## src/rtl/spi_master_mc.sv

```systemverilog
// Parametrised SPI master: one full-duplex frame per accepted start, all CPOL/CPHA modes,
// runtime bit order, NUM_SS active-low selects with optional hold across bursts.
module spi_master_mc #(
    parameter int DATA_W = 8,
    parameter int NUM_SS = 4,
    parameter int DVSR_W = 16,
    parameter int SS_W   = (NUM_SS > 1) ? $clog2(NUM_SS) : 1
) (
    input  logic              clk_i,
    input  logic              rst_i,
    input  logic [DATA_W-1:0] din_i,
    input  logic [DVSR_W-1:0] dvsr_i,
    input  logic              start_i,
    input  logic              cpol_i,
    input  logic              cpha_i,
    input  logic              lsb_first_i,
    input  logic [SS_W-1:0]   ss_sel_i,
    input  logic              ss_hold_i,
    output logic [DATA_W-1:0] dout_o,
    output logic              spi_done_tick_o,
    output logic              ready_o,
    output logic              sclk_o,
    output logic [NUM_SS-1:0] ss_n_o,
    input  logic              miso_i,
    output logic              mosi_o
);
    localparam int BIT_W = $clog2(DATA_W);
    localparam logic [BIT_W-1:0] LAST_BIT = BIT_W'(DATA_W - 1);

    typedef enum logic [1:0] {IDLE, DLY, P0, P1} state_t;

    state_t            state_q;
    logic [DVSR_W-1:0] cnt_q;
    logic [DVSR_W-1:0] dvsr_q;
    logic [BIT_W-1:0]  bit_q;
    logic [DATA_W-1:0] tx_q;
    logic [DATA_W-1:0] rx_q;
    logic              cpol_q;
    logic              cpha_q;
    logic              lsb_q;
    logic              hold_q;
    logic              pclk_q;
    logic              accept;
    logic              cnt_done;
    logic              sample_evt;
    logic              shift_evt;

    // Out-of-range selects decode to no active line.
    function automatic logic [NUM_SS-1:0] ss_decode(input logic [SS_W-1:0] sel);
        logic [NUM_SS-1:0] r;
        r = '1;
        for (int i = 0; i < NUM_SS; i++)
            if (sel == SS_W'(i)) r[i] = 1'b0;
        return r;
    endfunction

    assign accept     = start_i & ready_o;
    assign cnt_done   = (cnt_q == dvsr_q);
    assign sample_evt = (state_q == P0) & cnt_done;
    assign shift_evt  = (state_q == P1) & cnt_done & (bit_q != LAST_BIT);

    // Idle level follows the live cpol_i so a mode change shows on the pin before the next start.
    assign sclk_o = ready_o ? cpol_i : (pclk_q ^ cpol_q);

    // NOTE: datapath registers carry no reset; every bit is loaded or shifted in before it is used.
    always_ff @(posedge clk_i) begin
        if (accept) begin
            tx_q   <= din_i;
            dvsr_q <= dvsr_i;
            cpol_q <= cpol_i;
            cpha_q <= cpha_i;
            lsb_q  <= lsb_first_i;
        end else begin
            if (sample_evt)
                rx_q <= lsb_q ? {miso_i, rx_q[DATA_W-1:1]} : {rx_q[DATA_W-2:0], miso_i};
            if (shift_evt)
                tx_q <= lsb_q ? (tx_q >> 1) : (tx_q << 1);
        end
    end

    always_ff @(posedge clk_i) begin
        if (rst_i) begin
            state_q         <= IDLE;
            cnt_q           <= '0;
            bit_q           <= '0;
            hold_q          <= 1'b0;
            pclk_q          <= 1'b0;
            ready_o         <= 1'b1;
            spi_done_tick_o <= 1'b0;
            dout_o          <= '0;
            mosi_o          <= 1'b0;
            ss_n_o          <= '1;
        end else begin
            spi_done_tick_o <= 1'b0;
            case (state_q)
                IDLE: begin
                    if (accept) begin
                        state_q <= cpha_i ? DLY : P0;
                        cnt_q   <= '0;
                        bit_q   <= '0;
                        pclk_q  <= 1'b0;
                        ready_o <= 1'b0;
                        hold_q  <= ss_hold_i;
                        ss_n_o  <= ss_decode(ss_sel_i);
                        mosi_o  <= lsb_first_i ? din_i[0] : din_i[DATA_W-1];
                    end
                end
                DLY: begin
                    if (cnt_done) begin
                        state_q <= P0;
                        cnt_q   <= '0;
                        pclk_q  <= 1'b1;
                    end else begin
                        cnt_q <= cnt_q + DVSR_W'(1);
                    end
                end
                P0: begin
                    if (cnt_done) begin
                        state_q <= P1;
                        cnt_q   <= '0;
                        pclk_q  <= ~cpha_q;
                    end else begin
                        cnt_q <= cnt_q + DVSR_W'(1);
                    end
                end
                P1: begin
                    if (cnt_done) begin
                        cnt_q <= '0;
                        if (bit_q == LAST_BIT) begin
                            state_q         <= IDLE;
                            ready_o         <= 1'b1;
                            spi_done_tick_o <= 1'b1;
                            dout_o          <= rx_q;
                            mosi_o          <= 1'b0;
                            if (!hold_q) ss_n_o <= '1;
                        end else begin
                            state_q <= P0;
                            bit_q   <= bit_q + BIT_W'(1);
                            pclk_q  <= cpha_q;
                            mosi_o  <= lsb_q ? tx_q[1] : tx_q[DATA_W-2];
                        end
                    end else begin
                        cnt_q <= cnt_q + DVSR_W'(1);
                    end
                end
                default: state_q <= IDLE;
            endcase
        end
    end

endmodule

```

## config.mk

```make
export PLATFORM = sky130hd
export DESIGN_NAME = spi_master_mc
export DESIGN_NICKNAME = d
export VERILOG_FILES = /design/src/rtl/spi_master_mc.sv
export SDC_FILE = /design/constraint.sdc
export NUM_CORES = 1
export LEC_CHECK = 0
export CAP_MARGIN = 10
export CORE_MARGIN = 4
export CORE_UTILIZATION = 54
export CTS_CLUSTER_DIAMETER = 200
export CTS_CLUSTER_SIZE = 20
export DETAILED_ROUTE_END_ITERATION = 8
export PLACE_DENSITY = 0.88
export SYNTH_ARGS = -nofsm -noshare
export SYNTH_HDL_FRONTEND = slang
export SYNTH_SLANG_ARGS = --single-unit
```

## constraint.sdc

```tcl
create_clock -name clk_i -period 3.3 [get_ports clk_i]
set_input_delay 0.33 -clock clk_i [delete_from_list [all_inputs] [get_ports clk_i]]
set_output_delay 0.33 -clock clk_i [all_outputs]
set_load 0.005 [all_outputs]
```

==> impl_metrics.csv, run 1 <==
group,metric,value,unit
grt,grt_pass1_wl,11.87,mm
yosys,synth_top_cell_area_share,30.95,%
routing,drtIter0Drc,272,
finish,n_antenna_cell,0,
grt,grt_max_degree,27,
sta,setup_tns,0,ps
grt,grt_antenna_before_repair,0,
yosys,yosysWarningCount,0,
cts,cts_buffers,9,
cts,htreeDepth,3,
routing,drcViolationCount,0,
grt,grt_use_total,20.04,%
setup_path,cp-start-kind,"register",
cts,cts-resized-gates,0,
setup_path,slowest_delay,620,ps
yosys,yosysSeqAreaShare,53.35,%
setup_path,critPathRequiredTime,3520,ps
yosys,yosys_most_used_dff,"dfxtp_1",
finish,drive_gt1_share,7.330,%
cts,cts_root_buf,"clkbuf_8",
routing,detail_route.wl_per_cell,15.86,µm
sta,finalMaxSlewViolations,0,
yosys,synth_common_cells,"dfxtp_1, edfxtp_1, nand2_1",
routing,dr.max_layer_used,"met4",
routing,met3_length,437,µm
routing,wl,7.247,mm
sta,max_freq,375.7,MHz
floorplan,dieArea,0.007621,mm²
floorplan,core,0.006026,mm²
sta,finalClockSkew,15.04,ps
finish,multi_input_area,0.001465,mm²
finish,regArea,0.001812,mm²
power,power_density,445.1,mW/mm²
setup_path,critPathSlowestCell,"nand4_1",
finish,fin_nets,414,
sta,rsz0062_at_grt,"false",
yosys,synth-seq-cells,73,
setup_path,worstPathMaxFanout,23,
setup_path,crit_arrival,2890,ps
routing,postRouteAntennaNets,0,
place,io_buffers,49,
worst_hold_path,hold_path_class,"register to register",
floorplan,initial_utilization,56.35,%
yosys,synth_edf_count,35,
finish,area_delta_synth_final,20.67,%
yosys,synth.distinct_cells,42,
sta,setup_violations,0,
cts,post_cts_buffers,0,
routing,firstDrtPassIters,4,
sta,relSlewSlack,49.50,%
power,peakVddDrop,0.2963,mV
floorplan,boundaryPins,50,
setup_path,path_class,"register to register",
routing,via_count,2689,
cts,cts_tree,"yes",
yosys,synth_area,0.003396,mm²
finish,num-fill-cells,484,
cts,clk_latency,350,ps
grt,grt_overflow,0,
setup_path,cp-end-kind,"register",
yosys,synth.most_common_cell,"dfxtp_1",
yosys,yosys.area.top_type,"edfxtp_1",
status,status,"finished, final reports clean",
yosys,syn_inst,334,
routing,wl_met2,3.545,mm
setup_path,rrSetupSlack,640,ps
place,gp_congestion,0.8365,
yosys,synth_fp_nets,371,
setup_path,worstPathCellList,"xor2_1 > nor4_1 > nand4_1 > buf_4 > nand3_1 > o22ai_1",
yosys,synth.avg_cell_area,10.17,µm²
routing,drt-met1-wl,3.169,mm
run,cap_violations,0,
floorplan,std_cell_rows,28,
cts,cts_sinks,73,
cts,cts.clk_slew.worst_paths,80,ps
floorplan,die_h,87.30,µm
setup_path,path_delay_family,"simple AND/OR/NAND/NOR gates",
cts,clock_path_buffers,2,
setup_path,crit_buf_inv,1,
routing,via_per_inst,5.884,
power,p_leak,1.448,nW
sta,hold_violations,0,
cts,postCtsHoldBufs,0,
yosys,async_reset_ff_share,0,%
sta,hold_slack,471.2,ps
place,dpl.hpwl,5.106,mm
sta,post-route-period-util,80.66,%
floorplan,die_width,87.30,µm
grt,first_global_vias,2597,
yosys,netlist_top_cells_area,"edfxtp_1, dfxtp_1, xor2_1, nand3_1, nand2_1",
sta,fin_crit,2662,ps
sta,worstMarginPinSlew,756.6,ps
==> worst reg2reg max path, stage by stage, from the launching register on <==
cell	delay, ps
edfxtp_1	390
xor2_1	160
nor4_1	480
nand4_1	620
buf_4	450
nand3_1	310
o22ai_1	140
==> flip-flops by register name, summed over array words and instances, names as in the netlist <==
signal           flops
ss_n_o               4
dvsr_q              16
state_q              2
lsb_q                1
dout_o               8
pclk_q               1
cnt_q               16
bit_q                3
cpol_q               1
rx_q                 8
tx_q                 8
cpha_q               1
spi_done_tick_o      1
mosi_o               1
hold_q               1
ready_o              1
==> through the flow <==
| stage | cells | power (mW) | util, % | area (µm²) | worst slack (ps) |
|---|---|---|---|---|---|
| after floorplan | 334 | 1.146 | - | 3396 | 910.3 |
| after detailed placement | 441 | 1.235 | 65.26 | 3933 | 727.0 |
| final | 457 | 1.824 | 68.00 | 4098 | 638.2 |
| after global routing | 457 | 1.902 | 68.00 | 4098 | 573.3 |
| after global placement | 441 | 1.226 | 65.26 | 3933 | 904.7 |
| after CTS | 457 | 1.830 | 68.00 | 4098 | 720.3 |
==> cells by family after synthesis <==
kind of cell | share of synthesized area [%]
mux | 5.343
flops | 53.35
fa+ha+maj | 1.105
xor+xnor | 5.416
buf+inv | 3.500
simple gates | 17.13
compound gates | 14.15
==> layout by cell type, fill, tap and decap left out, types with 2 or more instances in the layout <==
master	instances
clkdlybuf4s50_1	49
dfxtp_1	38
edfxtp_1	35
nand2_1	31
nand3_1	24
xor2_1	20
o21ai_1	19
nand4_1	14
a21oi_1	14
o21ai_0	11
nor2_1	11
clkbuf_8	10
inv_1	9
mux2_2	9
mux2i_1	8
a41oi_1	6
and2_1	5
and3_1	5
buf_4	5
nand2b_1	4
nor3_1	4
o22ai_1	4
a21boi_0	4
nor4_1	3
and4_1	3
a21o_1	3
a311oi_1	3
o211ai_1	3
a31oi_1	3
o311ai_1	3
ha_1	3
clkbuf_1	3
and3b_1	2
==> metal layers <==
layer	GRT usage, %	vias to the layer above
li1	-	1330
met1	25.63	1274
met2	32.47	77
met3	5.487	8
met4	7.252	0
met5	0	-
==> path summary, 6_finish.rpt <==
check	end	start	cells past startpoint
hold reg to reg	hold_q	hold_q	2
hold / removal	hold_q	hold_q	2
setup reg to reg	cnt_q[13]	dvsr_q[15]	6
setup / recovery	cnt_q[13]	dvsr_q[15]	6
==> power breakdown <==
group,internal (mW),switching (mW),total (mW)
Combinational,0.0934,0.0968,0.190
Clock,0.291,0.318,0.609
Sequential,0.994,0.0302,1.02
Total,1.38,0.445,1.82
==> layout make-up <==
| cell class | count | area share [%] |
|---|---|---|
| Inverter | 9 | 0.8244 |
| Clock inverter | 3 | 0.3969 |
| Multi-Input combinational cell | 230 | 35.76 |
| Clock buffer | 13 | 3.634 |
| Tap cell | 75 | 2.290 |
| Sequential cell | 73 | 44.21 |
| Timing Repair Buffer | 54 | 12.89 |
Note: power is estimated with default switching activity, not from simulation.
==> run 2: changes to the inputs <==
clock period = 2.55 ns   (was 3.3 ns; I/O delays follow)
==> run 2 against run 1 <==
First-iteration DRC count fell by 8.1%. Largest power group unchanged. Critical endpoint is now bit_q[0]. Fmax rose by 25%. Sequential power rose by 30%. Critical path depth did not move. Worst setup slack got worse by 220 ps.
==> impl_metrics.csv, run 2 (synthesis results as in run 1) <==
group,metric,value,unit
status,status,"finished, final reports clean",
setup_path,rrSetupSlack,410,ps
cts,clock_path_buffers,2,
finish,layout_commonest_cell,"clkdlybuf4s50_1",
cts,cts_sinks,73,
floorplan,boundaryPins,50,
sta,post-route-period-util,83.73,%
sta,worstMarginPinSlew,662.3,ps
run,cap_violations,0,
routing,via_count,2780,
grt,grt_use_total,20.58,%
setup_path,worstPathCellList,"xor2_1 > nor4_1 > nand4_1 > buf_4 > or4_1 > a31oi_1",
grt,grt_max_degree,24,
floorplan,die_h,87.30,µm
place,pre_cts_ws,446.4,ps
finish,drive_gt1_share,8.808,%
finish,area_delta_synth_final,22.29,%
worst_hold_path,hold_path_class,"input pin to register",
sta,setup_slack,415.0,ps
power,p_leak,1.486,nW
routing,wl,7.553,mm
cts,post_cts_buffers,0,
sta,fin_crit,2135,ps
sta,setup_tns,0,ps
cts,clk_latency,350,ps
cts,cts_tree,"yes",
routing,postRouteAntennaNets,0,
setup_path,critPathSlowestCell,"or4_1",
place,gp_congestion,0.8445,
routing,via_per_inst,6.030,
cts,cts_root_buf,"clkbuf_8",
floorplan,initial_utilization,56.35,%
power,peakVddDrop,0.3866,mV
sta,finalMaxSlewViolations,0,
place,dpl.hpwl,5.191,mm
floorplan,std_cell_rows,28,
setup_path,r2r.worst_path.cells,6,
setup_path,slowest_delay,460,ps
finish,final_cell_mix,"clkdlybuf4s50_1, dfxtp_1, edfxtp_1",
sta,setup_violations,0,
setup_path,critPathRequiredTime,2820,ps
power,power_density,594.1,mW/mm²
cts,cts_buffers,9,
grt,grt_pass1_wl,12.16,mm
sta,rsz0062_at_grt,"false",
cts,cts-resized-gates,0,
routing,drtIter0Drc,250,
place,io_buffers,49,
finish,fin_nets,418,
setup_path,path_class,"register to register",
routing,detail_route.wl_per_cell,16.38,µm
routing,firstDrtPassIters,5,
grt,grt_overflow,0,
finish,num-fill-cells,459,
cts,postCtsHoldBufs,0,
floorplan,core,0.006026,mm²
cts,cts.clk_slew.worst_paths,80,ps
sta,relSlewSlack,55.85,%
grt,first_global_vias,2562,
setup_path,cp-end-kind,"register",
grt,grt_antenna_before_repair,0,
setup_path,cp-start-kind,"register",
finish,reg_top3,"cnt_q: 16 flops, dvsr_q: 16 flops",
setup_path,worstPathMaxFanout,13,
sta,finalClockSkew,8.057,ps
finish,n_antenna_cell,0,
floorplan,die_width,87.30,µm
setup_path,endpoint,"bit_q[0]",
setup_path,r2r_end,"bit_q[0]",
setup_path,critPathLaunch,"dvsr_q[15]",
setup_path,crit_arrival,2410,ps
power,p_total,2.467,mW
sta,hold_violations,0,
routing,drcViolationCount,0,
cts,htreeDepth,3,
floorplan,dieArea,0.007621,mm²
sta,max_freq,468.4,MHz
setup_path,r2r-start,"dvsr_q[15]",
## run 2: routing by layer
| metal | GRT usage [%] | up-vias | part of all wire [%] |
|---|---|---|---|
| met5 | 0 | - | 0 |
| met4 | 9.763 | 0 | 1.6 |
| met3 | 3.879 | 13 | 6.5 |
| met2 | 32.26 | 114 | 49 |
| met1 | 27.42 | 1318 | 43 |
| li1 | - | 1335 | - |
## run 2: worst min-delay path by stage
stage,start,endpoint,slack (ps),depth (start not counted)
2_1_floorplan,cpha_i,cpha_q,350,0
3_3_place_gp,hold_q,hold_q,440,2
3_5_place_dp,hold_q,hold_q,450,2
4_1_cts,dvsr_i[13],dvsr_q[13],450,1
5_1_grt,dvsr_i[13],dvsr_q[13],450,1
6_report,dvsr_i[13],dvsr_q[13],460,1
## run 2: per-stage QoR
step | std cells | area (µm²) | hold slack [ps] | utilization (%)
after CTS | 461 | 4153 | 448.5 | 68.92
after global placement | 445 | 3963 | 444.8 | 65.76
after detailed placement | 445 | 3963 | 454.6 | 65.76
after global routing | 461 | 4153 | 447.3 | 68.92
after floorplan | 334 | 3396 | 353.9 | -
final | 461 | 4153 | 458.2 | 68.92
## run 2: critical path: cells and delay by family (launching register included)
family                    cells  cell delay (ps)
buffers and inverters         1              240
and+or+nand+nor               3             1100
AOI/OAI and AO/OA             1              160
xor gates and xnor gates      1              160
DFF                           1              400
## run 2: layout make-up
cell class | count | area (µm²) | share of cell area, %
tap | 75 | 93.84 | 2.260
clock inverter | 4 | 45.04 | 1.085
sequential | 73 | 1812 | 43.63
timing repair buffer | 58 | 558.0 | 13.44
inverter | 9 | 33.78 | 0.8135
clock buffer | 12 | 145.1 | 3.495
multi-input combinational | 230 | 1465 | 35.28
## run 2: where the power goes
| group | internal, mW | switching (mW) | total [mW] |
|---|---|---|---|
| registers | 1.29 | 0.0392 | 1.33 |
| logic | 0.124 | 0.129 | 0.253 |
| clock network | 0.475 | 0.414 | 0.888 |
==> run 3: changes to the inputs <==
clock period = 2.2 ns   (was 2.55 ns; I/O delays follow)
==> run 3 against run 2 <==
Core utilization grew 0.66 points. Worst setup slack worse by 250 ps. Register-to-register slack got worse by 250 ps. Clock power rose by 16%. Cell area is 0.96% higher. Combinational power is 18% higher. Clock-buffer cell count stayed put. Critical path type unchanged.
==> impl_metrics.csv, run 3 (synthesis results as in run 1) <==
group,metric,value,unit
cts,cts_sinks,73,
sta,relSlewSlack,55.52,%
cts,cts_buffers,9,
setup_path,crit_arrival,2090,ps
setup_path,crit_top_cell,"buf_4",
setup_path,cp-start-kind,"register",
setup_path,critPathSlowestCell,"dfxtp_1",
sta,finalClockSkew,8.537,ps
finish,fin_nets,422,
grt,grt_antenna_before_repair,0,
grt,first_global_vias,2560,
sta,setup_slack,167.6,ps
routing,via_per_inst,6.032,
sta,max_freq,492.0,MHz
floorplan,boundaryPins,50,
place,dpl.hpwl,5.393,mm
power,switchingPower,0.6801,mW
grt,grt_pass1_wl,11.97,mm
sta,post-route-period-util,92.38,%
grt,grt_max_degree,23,
place,gp_congestion,0.8470,
floorplan,initial_utilization,56.35,%
setup_path,rrSetupSlack,170,ps
floorplan,core,0.006026,mm²
cts,htreeDepth,3,
sta,hold_slack,420.1,ps
cts,post_cts_buffers,0,
setup_path,worstPathMaxFanout,13,
cts,cts_root_buf,"clkbuf_8",
floorplan,die_width,87.30,µm
grt,grt_use_total,20.47,%
finish,n_antenna_cell,0,
sta,finalMaxSlewViolations,0,
grt,grt_overflow,0,
power,p_leak,1.505,nW
power,peakVddDrop,0.4429,mV
finish,final_core_util,69.58,%
sta,setup_violations,0,
finish,drive_gt1_share,10.00,%
sta,setup_tns,0,ps
routing,drcViolationCount,0,
routing,firstDrtPassIters,5,
setup_path,path_class,"register to register",
finish,reg_top3,"cnt_q: 16 flops, dvsr_q: 16 flops",
cts,clk_latency,350,ps
cts,cts_tree,"yes",
routing,via_count,2805,
routing,detail_route.wl_per_cell,16.43,µm
power,clock_power_share,36.0,%
status,status,"finished, final reports clean",
routing,drtIter0Drc,316,
setup_path,cp-end-kind,"register",
sta,rsz0062_at_grt,"false",
cts,clock_path_buffers,2,
setup_path,slowest_delay,470,ps
finish,num-fill-cells,445,
power,internal_power,2.187,mW
sta,fin_crit,2032,ps
routing,postRouteAntennaNets,0,
worst_hold_path,hold_path_class,"input pin to register",
sta,hold_violations,0,
setup_path,critPathRequiredTime,2260,ps
finish,fin_cells,465,
cts,cts-resized-gates,0,
power,power_density,683.7,mW/mm²
floorplan,dieArea,0.007621,mm²
cts,postCtsHoldBufs,0,
place,dp.cells,449,
power,switching_share,23.72,%
routing,wl,7.640,mm
setup_path,worstPathCellList,"xor2_1 > nor4_1 > nand4_1 > buf_4 > nor3_2 > buf_4",
power,seq_power_share,53.6,%
power,comb_power_share,10.4,%
place,pre_cts_ws,180.3,ps
cts,cts.clk_slew.worst_paths,80,ps
floorplan,std_cell_rows,28,
sta,worstMarginPinSlew,667.2,ps
place,io_buffers,49,
finish,final_cell_mix,"clkdlybuf4s50_1, dfxtp_1, edfxtp_1",
finish,area_delta_synth_final,23.47,%
finish,layout_commonest_cell,"clkdlybuf4s50_1",
floorplan,die_h,87.30,µm
run,cap_violations,0,
-- run 3: cell count changes in the layout (fill, tap and decap cells not counted) --
cell	change
buf_4	+4
clkinv_1	+1
clkinv_2	-1
nor3_1	-1
nor3_2	+1
nor4_1	-1
nor4_2	+1
-- run 3: power groups by stage --
stage	registers (mW)	logic (mW)	clock network (mW)
2_1_floorplan	1.55	0.174	0
3_3_place_gp	1.56	0.284	0
3_5_place_dp	1.57	0.295	0
4_1_cts	1.54	0.297	1.05
5_1_grt	1.54	0.325	1.10
6_report	1.54	0.299	1.03
-- run 3: path summary, 6_finish.rpt --
| path | startpoint | endpoint | cells past startpoint |
|---|---|---|---|
| setup / recovery | cnt_q[6] | rx_q[3] | 6 |
| hold / removal | dvsr_i[2] | dvsr_q[2] | 1 |
| setup reg to reg | cnt_q[6] | rx_q[3] | 6 |
| hold reg to reg | hold_q | hold_q | 2 |
-- run 3: worst max-delay path: cells and delay by family, from the launching register on --
| family | cells | cell delay (ps) |
|---|---|---|
| AND/OR/NAND/NOR | 3 | 730 |
| flip-flops | 1 | 470 |
| XOR/XNOR | 1 | 110 |
| buffers and inverters | 2 | 430 |
-- run 3: cell type report --
class                      count  area (µm²)  area share, %
sequential                    73        1812          43.21
multi-input combinational    230        1476          35.21
timing repair buffer          62       588.1          14.03
clock buffer                  12       145.1          3.462
tap                           75       93.84          2.238
clock inverter                 4       43.79          1.044
inverter                       9       33.78         0.8057
-- run 3: per-layer routing --
layer | share of wire [%] | up-vias | track usage [%] | wire [µm]
met5 | 0 | - | 0 | 0
met4 | 1.9 | 0 | 11.16 | 148
met3 | 8.1 | 16 | 4.068 | 618
met2 | 48 | 147 | 31.85 | 3667
met1 | 42 | 1301 | 26.72 | 3205
li1 | - | 1341 | - | -
-- run 3: stage by stage --
step / power (mW) / instance area, µm²
5_1_grt: 2.963 / 4193
2_1_floorplan: 1.720 / 3401
3_3_place_gp: 1.848 / 3998
4_1_cts: 2.881 / 4187
6_report: 2.867 / 4193
3_5_place_dp: 1.862 / 3998
==> patch (settings of run 2) <==
Set the parameter `DATA_W` to 16 (it was 8).
--- a/src/rtl/spi_master_mc.sv
+++ b/src/rtl/spi_master_mc.sv
@@ -2,5 +2,5 @@
 // runtime bit order, NUM_SS active-low selects with optional hold across bursts.
 module spi_master_mc #(
-    parameter int DATA_W = 8,
+    parameter int DATA_W = 16,
     parameter int NUM_SS = 4,
     parameter int DVSR_W = 16,
Ports: changed (resized din_i and dout_o); port bits go from 50 to 66. No check against the original RTL was run, so the function may have changed too.
==> patch against run 2 <==
Cell area up 31%. Setup slack worse by 37 ps. Synthesized cell count up 25%. Final cell count up 27%. Sequential cell count up 25. Synthesized area up 34%. Wire length up 32%. Via count up 23%. Largest power group unchanged. Combinational power rose to 4.6 times the old value. Clock skew up 4.2 ps. Critical endpoint is now state_q[0]. Critical path type unchanged. Power up 71%. Clock power up 15%. Global-route usage down 0.12 points.
==> patch: results (changes against run 2) <==
[global_route]
grt_max_degree=52  ; was 24
grt_use_met2_pct=33.04  ; was 32.26%
grtUsageTotal_pct=20.47  ; was 20.58%
use_met1_pct=27.40  ; was 27.42%
grt_pass1_vias=3304  ; was 2562
grt_use_met3_pct=4.698  ; was 3.879%

[placement]
hpwl_um=6919  ; was 5191 um
pre_cts_ws_ps=435.4  ; was 446.4 ps
port_buffers=65  ; was 49
place.gp.congestion=0.8540  ; was 0.8445

[logic_synthesis]
ys_seq_area_share_pct=54.45  ; was 53.35%
synth-edff-count=51  ; was 35
synth.cells.most_frequent=51 x edfxtp_1, 47 x dfxtp_1, 35 x nand2_1  ; was 38 x dfxtp_1, 35 x edfxtp_1, 31 x nand2_1
yosys-top-cells-area=edfxtp_1 34%, dfxtp_1 21%, xor2_1 4.6%, mux2_2 4.2%, mux2i_1 4.2%  ; was edfxtp_1 31%, dfxtp_1 22%, xor2_1 5.2%, nand3_1 3.5%, nand2_1 3.4%
syn_nets=467  ; was 371
yosysUniqueCellTypes=47  ; was 42
yosys.area_share.adder_pct=1.929  ; was 1.105%
synth_compound_area_share_pct=11.66  ; was 14.15%
synth_xor_area_share_pct=5.787  ; was 5.416%

[worst_setup_path]
slowest_delay_ps=410  ; was 460 ps
crit_start=dvsr_q[7]  ; was dvsr_q[15]
arrival_ps=2430  ; was 2410 ps
reg2reg_to=state_q[0]  ; was bit_q[0]
crit_slowest_cell=edfxtp_1  ; was or4_1
critPathMaxFanout=29  ; was 13

[timing]
worst_pin_slew_ps=578.7  ; was 662.3 ps
finalClockSkew_ps=12.24  ; was 8.057 ps

[clock_tree]
insertion_delay_ps=370  ; was 350 ps
clk_pin_slew_ps=100  ; was 80 ps

[cells_and_area]
fin_nets=524  ; was 418

[route]
wl_met1_um=4381  ; was 3278 um
route.met2.wl_um=4900  ; was 3665 um
wl_um=9961  ; was 7553 um
first_iter_violations=212  ; was 250
vias_per_cell=5.848  ; was 6.030
wl_met3_um=528  ; was 490 um

[hold_path]
hold_start=dvsr_i[12]  ; was dvsr_i[13]
hold_end=dvsr_q[12]  ; was dvsr_q[13]

[power]
sw_frac_of_total_pct=32.43  ; was 23.60%
clock_power_mw=1.02  ; was 0.888 mW
power_leakage_nw=1.909  ; was 1.486 nW
max-vdd-ir-drop_mv=0.4103  ; was 0.3866 mV
pg_seq_mw=2.04  ; was 1.33 mW

[outcome]
status=finished clean  ; unchanged

[patch: cell type report]
type / count / area, um^2
Sequential cell: 98 / 2472
Fill cell: 581 / 2764
Timing Repair Buffer: 73 / 710.7
Inverter: 3 / 11.26
Clock buffer: 9 / 123.9
Multi-Input combinational cell: 290 / 1929
Tap cell: 105 / 131.4
Clock inverter: 7 / 73.82
[patch: worst max path at each step]
stage / endpoint / cells past startpoint
final: state_q[0] / 6
after global routing: bit_q[3] / 8
after CTS: state_q[0] / 6
after detailed placement: bit_q[3] / 8
after global placement: state_q[0] / 6
after floorplan: rx_q[0] / 4
[patch: stage by stage]
step / util, % / hold slack, ps / instance area [um^2] / std cells / total power, mW
after floorplan: - / 353.9 / 4546 / 418 / 2.847
after global placement: 63.96 / 447.3 / 5255 / 569 / 3.146
after detailed placement: 63.96 / 447.7 / 5255 / 569 / 3.215
after CTS: 66.36 / 425.1 / 5453 / 585 / 4.222
after global routing: 66.36 / 412.6 / 5453 / 585 / 4.439
final: 66.36 / 439.2 / 5453 / 585 / 4.224
